--- config.mk ---
export PLATFORM = sky130hd
export DESIGN_NAME = rf_fifo
export DESIGN_NICKNAME = d
export VERILOG_FILES = /design/src/rtl/rf_fifo.sv
export SDC_FILE = /design/constraint.sdc
export NUM_CORES = 1
export LEC_CHECK = 0
export CAP_MARGIN = 10
export CORE_UTILIZATION = 50
export DETAILED_ROUTE_END_ITERATION = 10
export PLACE_DENSITY_LB_ADDON = 0.12
export REMOVE_ABC_BUFFERS = 1
export SETUP_SLACK_MARGIN = 0.5
export SYNTH_ARGS = -nofsm -noshare
export SYNTH_HDL_FRONTEND = slang
export SYNTH_SLANG_ARGS = --single-unit
--- constraint.sdc ---
create_clock -name clk -period 5.35 [get_ports clk]
set_input_delay 0.535 -clock clk [delete_from_list [all_inputs] [get_ports clk]]
set_output_delay 0.535 -clock clk [all_outputs]
set_load 0.1 [all_outputs]
--- src/rtl/rf_fifo.sv ---
// ----------------------------------------------------------------------------
// rf_fifo
//   Synchronous register-file FIFO with registered read data.
//   A word is pushed into a depth x ws register array at the write pointer.
//   The oldest word is popped into DataOut on the edge that samples the pop,
//   and valid is high for the one cycle that follows that edge.
//   Rejected pushes and pops raise a one-cycle overflow or underflow pulse.
//
// Parameters
//   ws     data word width in bits
//   depth  number of storage words; must be a power of two, at least 2
//   as     pointer width, $clog2(depth)
//
// Ports
//   clk        master clock; all state changes on its rising edge
//   reset      synchronous, active-high reset
//   push       write request; DataIn is stored this cycle when accepted
//   pop        read request; oldest word is in DataOut next cycle
//   DataIn     write data
//   DataOut    registered read data; holds when no pop is accepted
//   valid      DataOut was loaded by a pop accepted on the previous edge
//   full       count == depth
//   empty      count == 0
//   count      number of stored words, 0..depth
//   overflow   one-cycle pulse: push rejected
//   underflow  one-cycle pulse: pop rejected
// ----------------------------------------------------------------------------
module rf_fifo #(
   parameter int ws    = 4,
   parameter int depth = 8,
   parameter int as    = $clog2(depth)
) (
   input  logic          clk,
   input  logic          reset,
   input  logic          push,
   input  logic          pop,
   input  logic [ws-1:0] DataIn,
   output logic [ws-1:0] DataOut,
   output logic          valid,
   output logic          full,
   output logic          empty,
   output logic [as:0]   count,
   output logic          overflow,
   output logic          underflow
);

   localparam logic [as:0]   FULL_CNT = (as+1)'(depth);
   localparam logic [as:0]   CNT_ONE  = (as+1)'(1);
   localparam logic [as-1:0] PTR_ONE  = as'(1);

   logic [ws-1:0] mem_q [depth];

   logic [as-1:0] wr_ptr_q, wr_ptr_d;
   logic [as-1:0] rd_ptr_q, rd_ptr_d;
   logic [as:0]   count_q,  count_d;
   logic [ws-1:0] dout_q,   dout_d;
   logic          valid_q,  valid_d;
   logic          ovf_q,    ovf_d;
   logic          udf_q,    udf_d;

   logic          full_w;
   logic          empty_w;
   logic          pop_acc;
   logic          push_acc;

   assign full_w  = (count_q == FULL_CNT);
   assign empty_w = (count_q == '0);

   // A pop is never accepted from an empty FIFO, so a simultaneous push
   // into an empty FIFO cannot write through to DataOut. When full, the
   // accepted pop frees the slot the push is about to fill.
   assign pop_acc  = pop  & ~empty_w;
   assign push_acc = push & (~full_w | pop_acc);

   always_comb begin
      wr_ptr_d = wr_ptr_q;
      rd_ptr_d = rd_ptr_q;
      count_d  = count_q;
      dout_d   = dout_q;
      valid_d  = 1'b0;
      ovf_d    = push & ~push_acc;
      udf_d    = pop  & ~pop_acc;

      // Pointer width equals log2(depth), so plain increment wraps modulo depth.
      if (push_acc) begin
         wr_ptr_d = wr_ptr_q + PTR_ONE;
      end

      if (pop_acc) begin
         rd_ptr_d = rd_ptr_q + PTR_ONE;
         dout_d   = mem_q[rd_ptr_q];
         valid_d  = 1'b1;
      end

      case ({push_acc, pop_acc})
         2'b10:   count_d = count_q + CNT_ONE;
         2'b01:   count_d = count_q - CNT_ONE;
         default: count_d = count_q;
      endcase
   end

   always_ff @(posedge clk) begin
      if (reset) begin
         wr_ptr_q <= '0;
         rd_ptr_q <= '0;
         count_q  <= '0;
         dout_q   <= '0;
         valid_q  <= 1'b0;
         ovf_q    <= 1'b0;
         udf_q    <= 1'b0;
      end else begin
         wr_ptr_q <= wr_ptr_d;
         rd_ptr_q <= rd_ptr_d;
         count_q  <= count_d;
         dout_q   <= dout_d;
         valid_q  <= valid_d;
         ovf_q    <= ovf_d;
         udf_q    <= udf_d;
      end
   end

   // Storage is not reset; only the pointers and count define its contents.
   // When full with push and pop together, wr_ptr == rd_ptr: the read above
   // sees the old word because the write lands on the same edge.
   always_ff @(posedge clk) begin
      if (!reset && push_acc) begin
         mem_q[wr_ptr_q] <= DataIn;
      end
   end

   assign DataOut   = dout_q;
   assign valid     = valid_q;
   assign full      = full_w;
   assign empty     = empty_w;
   assign count     = count_q;
   assign overflow  = ovf_q;
   assign underflow = udf_q;

endmodule

==> parameters.txt, run 1 <==
Parameter                              Value

Hold path
  Hold Crit Class    register to register
  Hold path cells    2

Die
  Effective utilization at floorplan    53.2%
  Height of the chip    65.1 um
  Row count    22
  Floorplan core area    3740 um2
  Horizontal die dimension    65.1 um
  I/O pin count    21
  Die area    4240 um2

Placed design
  Number of port buffers    20
  Weighted congestion at the end of routability-driven global placement    0.739
  Placed standard-cell area    2220 um2
  Estimated wirelength of the detail-placed design    2400 um

Detailed routing
  Number of iterations in the first detailed-routing pass    4
  Vias after detailed routing    1,159
  Final routed wirelength across all metal layers    3350 um
  Number of remaining DRC errors    0
  Routed via count divided by cell count    5.57
  Number of violations reported at the end of detailed-routing iteration 0    41
  Routed wirelength normalized by instance count    16.1 um
  Antenna-violating nets left    0

Synthesis
  Share of flip-flops with an asynchronous set or reset    0%
  Top cell type by total area after synthesis    sky130_fd_sc_hd__edfxtp_1
  Count of flip-flops with a built-in enable after synthesis    32
  Area of the mapped netlist    1990 um2
  Fraction of post-synthesis cell area in the top cell type by area    48.3%
  Average size of a mapped cell    14.4 um2
  Post-synthesis sequential element count    49
  Number of instances in the synthesized netlist    138
  Leading cell type by number of instances after synthesis    sky130_fd_sc_hd__edfxtp_1
  Yosys warning count    0
  Dominant register cell in the synthesized netlist    sky130_fd_sc_hd__edfxtp_1
  Largest cells by area after synthesis    sky130_fd_sc_hd__edfxtp_1, sky130_fd_sc_hd__dfxtp_1, sky130_fd_sc_hd__mux4_2, sky130_fd_sc_hd__nor2_1, sky130_fd_sc_hd__ha_1
  Unique masters post-synth    31
  Fraction of the yosys area taken by sequential cells    65.4%
  Leading cell types by count after synthesis    sky130_fd_sc_hd__edfxtp_1, sky130_fd_sc_hd__nor2_1, sky130_fd_sc_hd__dfxtp_1, sky130_fd_sc_hd__mux4_2, sky130_fd_sc_hd__nor3_1

CTS
  CTS Root Cell    sky130_fd_sc_hd__clkbuf_8
  H-tree levels    2
  CTS tree    yes
  Number of buffers on the longest clock path    2
  Sink count of the clock tree    49
  Post-CTS Setup Inserts    0
  TritonCTS Buffers    5
  CTS Hold Buffers Added    0
  Post-CTS clock slew at the launch and capture registers of the worst setup and hold paths    0.09 ns
  Count of cells resized by post-cts repair    0
  Clock network latency to the later pin of the worst-skew pair    0.30 ns

Setup path
  CP Data Required Time    4.82 ns
  Crit end category    primary output
  Critical path type    register to primary output
  Crit path DAT    2.55 ns
  Setup crit start kind    register
  Number of cells on the worst reg-to-reg path    8
  Crit-path max FO    7

Final layout
  Number of filler instances in the final layout    298
  Fraction of layout cells with a size suffix above 1    10.6%
  Net total in the final layout    173
  Antenna diode count    0
  Area added between synthesis and finish    16.3%
  Final instance area    2310 um2
  Total area of sequential cells    1300 um2
  Multi-input gate area    648 um2

Timing
  Measured slew at the worst slew-check pin    1.04 ns
  Accumulated negative setup slack    0 ns
  Endpoints failing hold    0
  Top achievable clock speed    324 MHz
  Count of endpoints failing setup in the final report    0
  Final setup skew    0.00733 ns
  Max Slew Vio Count    0
  RSZ-0062 raised after global routing    false
  Final period utilization    57.7%
  Worst slew margin    29.4%
  Shortest clock period the worst path allows after layout    3.09 ns

Status
  Status    finished clean

Job
  Max-cap viol count    0

Power
  Power density cells    527 nW/um2
  Overall power of the completed layout    1.22 mW
  Leak pwr    0.772 nW
  Worst vdd ir    0.362 mV

GRT
  All-layer global routing usage    18.8%
  GRT met2 Usage    29.9%
  Remaining global-route overflow    0
  First-pass GRT wire length    5620 um
  Met3 Use GR    5.73%
  Met1 usage in global routing    24.6%
  Number of global-route vias before repair    1,129
  GRT busiest layer    met2
  Antenna violations before repair    0
  Maximum number of pins on one net before global-route repair    22
==> report_power, final <==
group          switching (mW)  internal [mW]  total [mW]  leakage (nW)
clock network           0.120         0.0927       0.213        0.0445
logic                   0.373          0.146       0.518         0.299
registers              0.0465          0.442       0.488         0.428
total                   0.540          0.680        1.22         0.772
==> area by class of cell <==
class,instances,share of cell area (%)
clock buffers,5,2.97
inverters,4,0.649
repair buffers,20,8.65
flip-flops and latches,49,56.2
multi-input cells,79,28.0
clock inverters,3,0.919
well taps,48,2.59
==> placed cells by master, fill, tap and decap left out, types with 2 or more instances in the layout <==
master,Yosys,routed
sky130_fd_sc_hd__nor4_1,2,2
sky130_fd_sc_hd__edfxtp_1,32,32
sky130_fd_sc_hd__o211ai_1,2,2
sky130_fd_sc_hd__o22ai_1,4,4
sky130_fd_sc_hd__nor3_1,7,7
sky130_fd_sc_hd__xor2_1,5,5
sky130_fd_sc_hd__a21oi_1,5,5
sky130_fd_sc_hd__ha_1,5,5
sky130_fd_sc_hd__mux4_2,8,8
sky130_fd_sc_hd__nand2_1,4,4
sky130_fd_sc_hd__inv_1,4,4
sky130_fd_sc_hd__nor4b_1,2,2
sky130_fd_sc_hd__clkbuf_8,0,5
sky130_fd_sc_hd__clkdlybuf4s50_1,0,20
sky130_fd_sc_hd__dfxtp_1,17,17
sky130_fd_sc_hd__nor2_1,20,20
sky130_fd_sc_hd__mux2i_1,2,2
==> cells by family (layout without fill, tap and decap cells) <==
kind of cell / count (synthesis) / count (layout) / synth area share [%]
DFF: 49 / 49 / 65.4
and+or+nand+nor: 43 / 43 / 10.7
muxes: 10 / 10 / 10.1
xor gates and xnor gates: 6 / 6 / 2.64
buffers and inverters: 10 / 32 / 2.07
AOI/OAI and AO/OA: 14 / 14 / 5.03
adders and majority gates: 6 / 6 / 4.15
==> routing by layer <==
layer / vias up / wire length [um]
li1: 557 / -
met1: 577 / 1500
met2: 18 / 1670
met3: 7 / 121
met4: 0 / 48
met5: - / 0
==> registers in the layout, summed over array words and instances (netlist names) <==
name       cells
mem_q         32
count          4
DataOut        4
wr_ptr_q       3
overflow       1
rd_ptr_q       3
underflow      1
valid          1
==> per-stage QoR <==
step / worst slack [ns] / utilization [%] / cells / hold WS [ns]
2_1_floorplan: 1.05 / - / 132 / 0.492
3_3_place_gp: 2.23 / 59.4 / 200 / 0.485
3_5_place_dp: 2.09 / 59.4 / 200 / 0.500
4_1_cts: 2.25 / 61.8 / 208 / 0.515
5_1_grt: 2.17 / 61.8 / 208 / 0.534
6_report: 2.26 / 61.8 / 208 / 0.514
==> final timing paths <==
check	from	endpoint	slack (ns)
setup / recovery	count[0]	full	2.26
hold / removal	DataOut[3]	DataOut[3]	0.51
setup reg to reg	count[0]	count[3]	2.47
hold reg to reg	DataOut[3]	DataOut[3]	0.51
==> worst max-delay path, cell delays in order, from the launching register on <==
cell and delay [ns]:
sky130_fd_sc_hd__dfxtp_1 0.38, sky130_fd_sc_hd__or4b_1 0.65, sky130_fd_sc_hd__inv_1 0.09, sky130_fd_sc_hd__clkdlybuf4s50_1 1.12
(Power assumes the default switching activity.)
==> run 2: changes to the inputs <==
clock period = 3.15 ns   (was 5.35 ns; I/O delays follow)
==> parameters.txt, run 2 (same netlist as run 1, synthesis figures left out) <==
Parameter                              Value

Status
  Status    finished clean

CTS
  Sink count of the clock tree    49 (unchanged)
  CTS Root Cell    sky130_fd_sc_hd__clkbuf_8
  CTS tree    yes
  CTS Hold Buffers Added    0 (unchanged)
  H-tree levels    2 (unchanged)
  Post-CTS clock slew at the launch and capture registers of the worst setup and hold paths    0.09 ns (about the same)
  Clock network latency to the later pin of the worst-skew pair    0.30 ns (about the same)
  Number of buffers on the longest clock path    2 (unchanged)
  TritonCTS Buffers    5 (unchanged)

Timing
  RSZ-0062 raised after global routing    false
  Final period utilization    80.0%
  Count of endpoints failing setup in the final report    0 (unchanged)
  Max Slew Vio Count    0 (unchanged)
  Worst slew margin    33.8% (+4.5 points)
  Endpoints failing hold    0 (unchanged)
  Measured slew at the worst slew-check pin    0.990 ns (-0.0552 ns)
  Top achievable clock speed    397 MHz
  Shortest clock period the worst path allows after layout    2.52 ns
  Accumulated negative setup slack    0 ns (unchanged)
  Final setup skew    0.00933 ns (+0.00200 ns)

Detailed routing
  Antenna-violating nets left    0 (unchanged)
  Final routed wirelength across all metal layers    3440 um (+2.7%)
  Routed via count divided by cell count    5.52 (-0.92%)
  Routed wirelength normalized by instance count    16.1 um (+0.28%)
  Number of iterations in the first detailed-routing pass    4 (unchanged)
  Vias after detailed routing    1,176 (+1.5%)
  Number of violations reported at the end of detailed-routing iteration 0    47 (+15%)
  Number of remaining DRC errors    0 (unchanged)

Final layout
  Final instance area    2390 um2 (+3.2%)
  Area added between synthesis and finish    20.1%
  Net total in the final layout    178 (+2.9%)
  Fraction of layout cells with a size suffix above 1    18.2% (+7.6 points)
  Most common cell after layout, fill and taps aside    sky130_fd_sc_hd__edfxtp_1
  Top library cells by usage in the layout, fill and taps aside    sky130_fd_sc_hd__edfxtp_1, sky130_fd_sc_hd__nor2_1, sky130_fd_sc_hd__clkdlybuf4s50_1, sky130_fd_sc_hd__dfxtp_1
  Antenna diode count    0 (unchanged)
  Register with the most flip-flops    mem_q
  Largest register FFs    32 (unchanged)

Hold path
  Hold Crit Class    register to register

Setup path
  Crit end category    register
  Crit-path max FO    7 (unchanged)
  Setup crit start kind    register
  CP top delay family    simple AND/OR/NAND/NOR gates
  CP cell instances    or4b_4 -> o21ai_4 -> ha_4 -> ha_1 -> a21oi_2 -> a21oi_1 -> or4_1 -> a21oi_1
  CP Data Required Time    3.38 ns (-1.44 ns)
  Slowest CP cell    sky130_fd_sc_hd__or4b_4
  Crit path DAT    2.75 ns (+0.20 ns)
  Critical path type    register to register
  Bufs and invs on worst path    0 (-2)
  Slowest stage delay, CP    0.56 ns (-0.56 ns)
  Library cell appearing most often on the critical path    sky130_fd_sc_hd__a21oi_1

GRT
  First-pass GRT wire length    5820 um (+3.6%)
  Maximum number of pins on one net before global-route repair    16 (-27%)
  Number of global-route vias before repair    1,193 (+5.7%)
  Remaining global-route overflow    0 (unchanged)
  All-layer global routing usage    19.0% (+0.21 points)
  Antenna violations before repair    0 (unchanged)

Die
  Row count    22 (unchanged)
  I/O pin count    21 (unchanged)
  Floorplan core area    3740 um2 (unchanged)
  Horizontal die dimension    65.1 um (unchanged)
  Height of the chip    65.1 um (unchanged)
  Effective utilization at floorplan    53.2% (unchanged)
  Die area    4240 um2 (unchanged)

Job
  Max-cap viol count    0 (unchanged)

Power
  Leak pwr    0.816 nW (+5.8%)
  Power density cells    912 nW/um2 (+73%)
  Worst vdd ir    0.680 mV (+88%)

Placed design
  Number of port buffers    20 (unchanged)
  Placed standard-cell area    2250 um2 (+1.0%)
  Estimated wirelength of the detail-placed design    2450 um (+2.1%)
  Weighted congestion at the end of routability-driven global placement    0.724 (-2.0%)
-- run 2: metrics by stage --
stage          worst slack, ns  total power, mW  hold WS, ns  std cells  util (%)
2_1_floorplan            -1.11             1.50        0.384        132         -
3_3_place_gp             0.479             1.72        0.478        204      60.0
3_5_place_dp             0.372             1.73        0.479        204      60.0
4_1_cts                  0.530             2.17        0.495        213      63.3
5_1_grt                  0.517             2.28        0.538        213      63.8
6_report                 0.631             2.18        0.492        213      63.8
-- run 2: worst reg2reg max path: stages (launching register included) --
cell,delay [ns]
sky130_fd_sc_hd__dfxtp_1,0.39
sky130_fd_sc_hd__or4b_4,0.56
sky130_fd_sc_hd__o21ai_4,0.20
sky130_fd_sc_hd__ha_4,0.16
sky130_fd_sc_hd__ha_1,0.27
sky130_fd_sc_hd__a21oi_2,0.17
sky130_fd_sc_hd__a21oi_1,0.09
sky130_fd_sc_hd__or4_1,0.46
sky130_fd_sc_hd__a21oi_1,0.15
-- run 2: area by class of cell --
cell class	instances	area (um2)
Clock buffer	6	72.6
Sequential cell	49	1310
Clock inverter	2	38.8
Multi-Input combinational cell	79	668
Fill cell	288	1350
Timing Repair Buffer	25	230
Tap cell	48	60.1
Inverter	4	15.0
-- run 2: path summary, 6_finish.rpt --
kind	start	depth (start not counted)	end	slack (ns)
setup reg to reg	count[1]	8	count[3]	0.63
hold reg to reg	DataOut[0]	2	DataOut[0]	0.49
hold / removal	DataOut[0]	2	DataOut[0]	0.49
setup / recovery	count[1]	8	count[3]	0.63
-- run 2: where the power goes --
group,internal [mW],switching (mW)
clock,0.238,0.204
combinational,0.267,0.643
sequential,0.754,0.0751
-- run 2: metal layers --
| layer | share of wire (%) | vias up | GRT usage, % |
|---|---|---|---|
| li1 | - | 574 | - |
| met1 | 46 | 571 | 24.9 |
| met2 | 48 | 23 | 30.7 |
| met3 | 3.4 | 8 | 3.82 |
| met4 | 2.1 | 0 | 8.70 |
| met5 | 0 | - | 0 |
-- run 2: repair_timing --
item                       CTS  global route
buffers inserted             1             0
gates resized for setup      1             6
pin swaps                    1             0
setup endpoints to repair    1             1
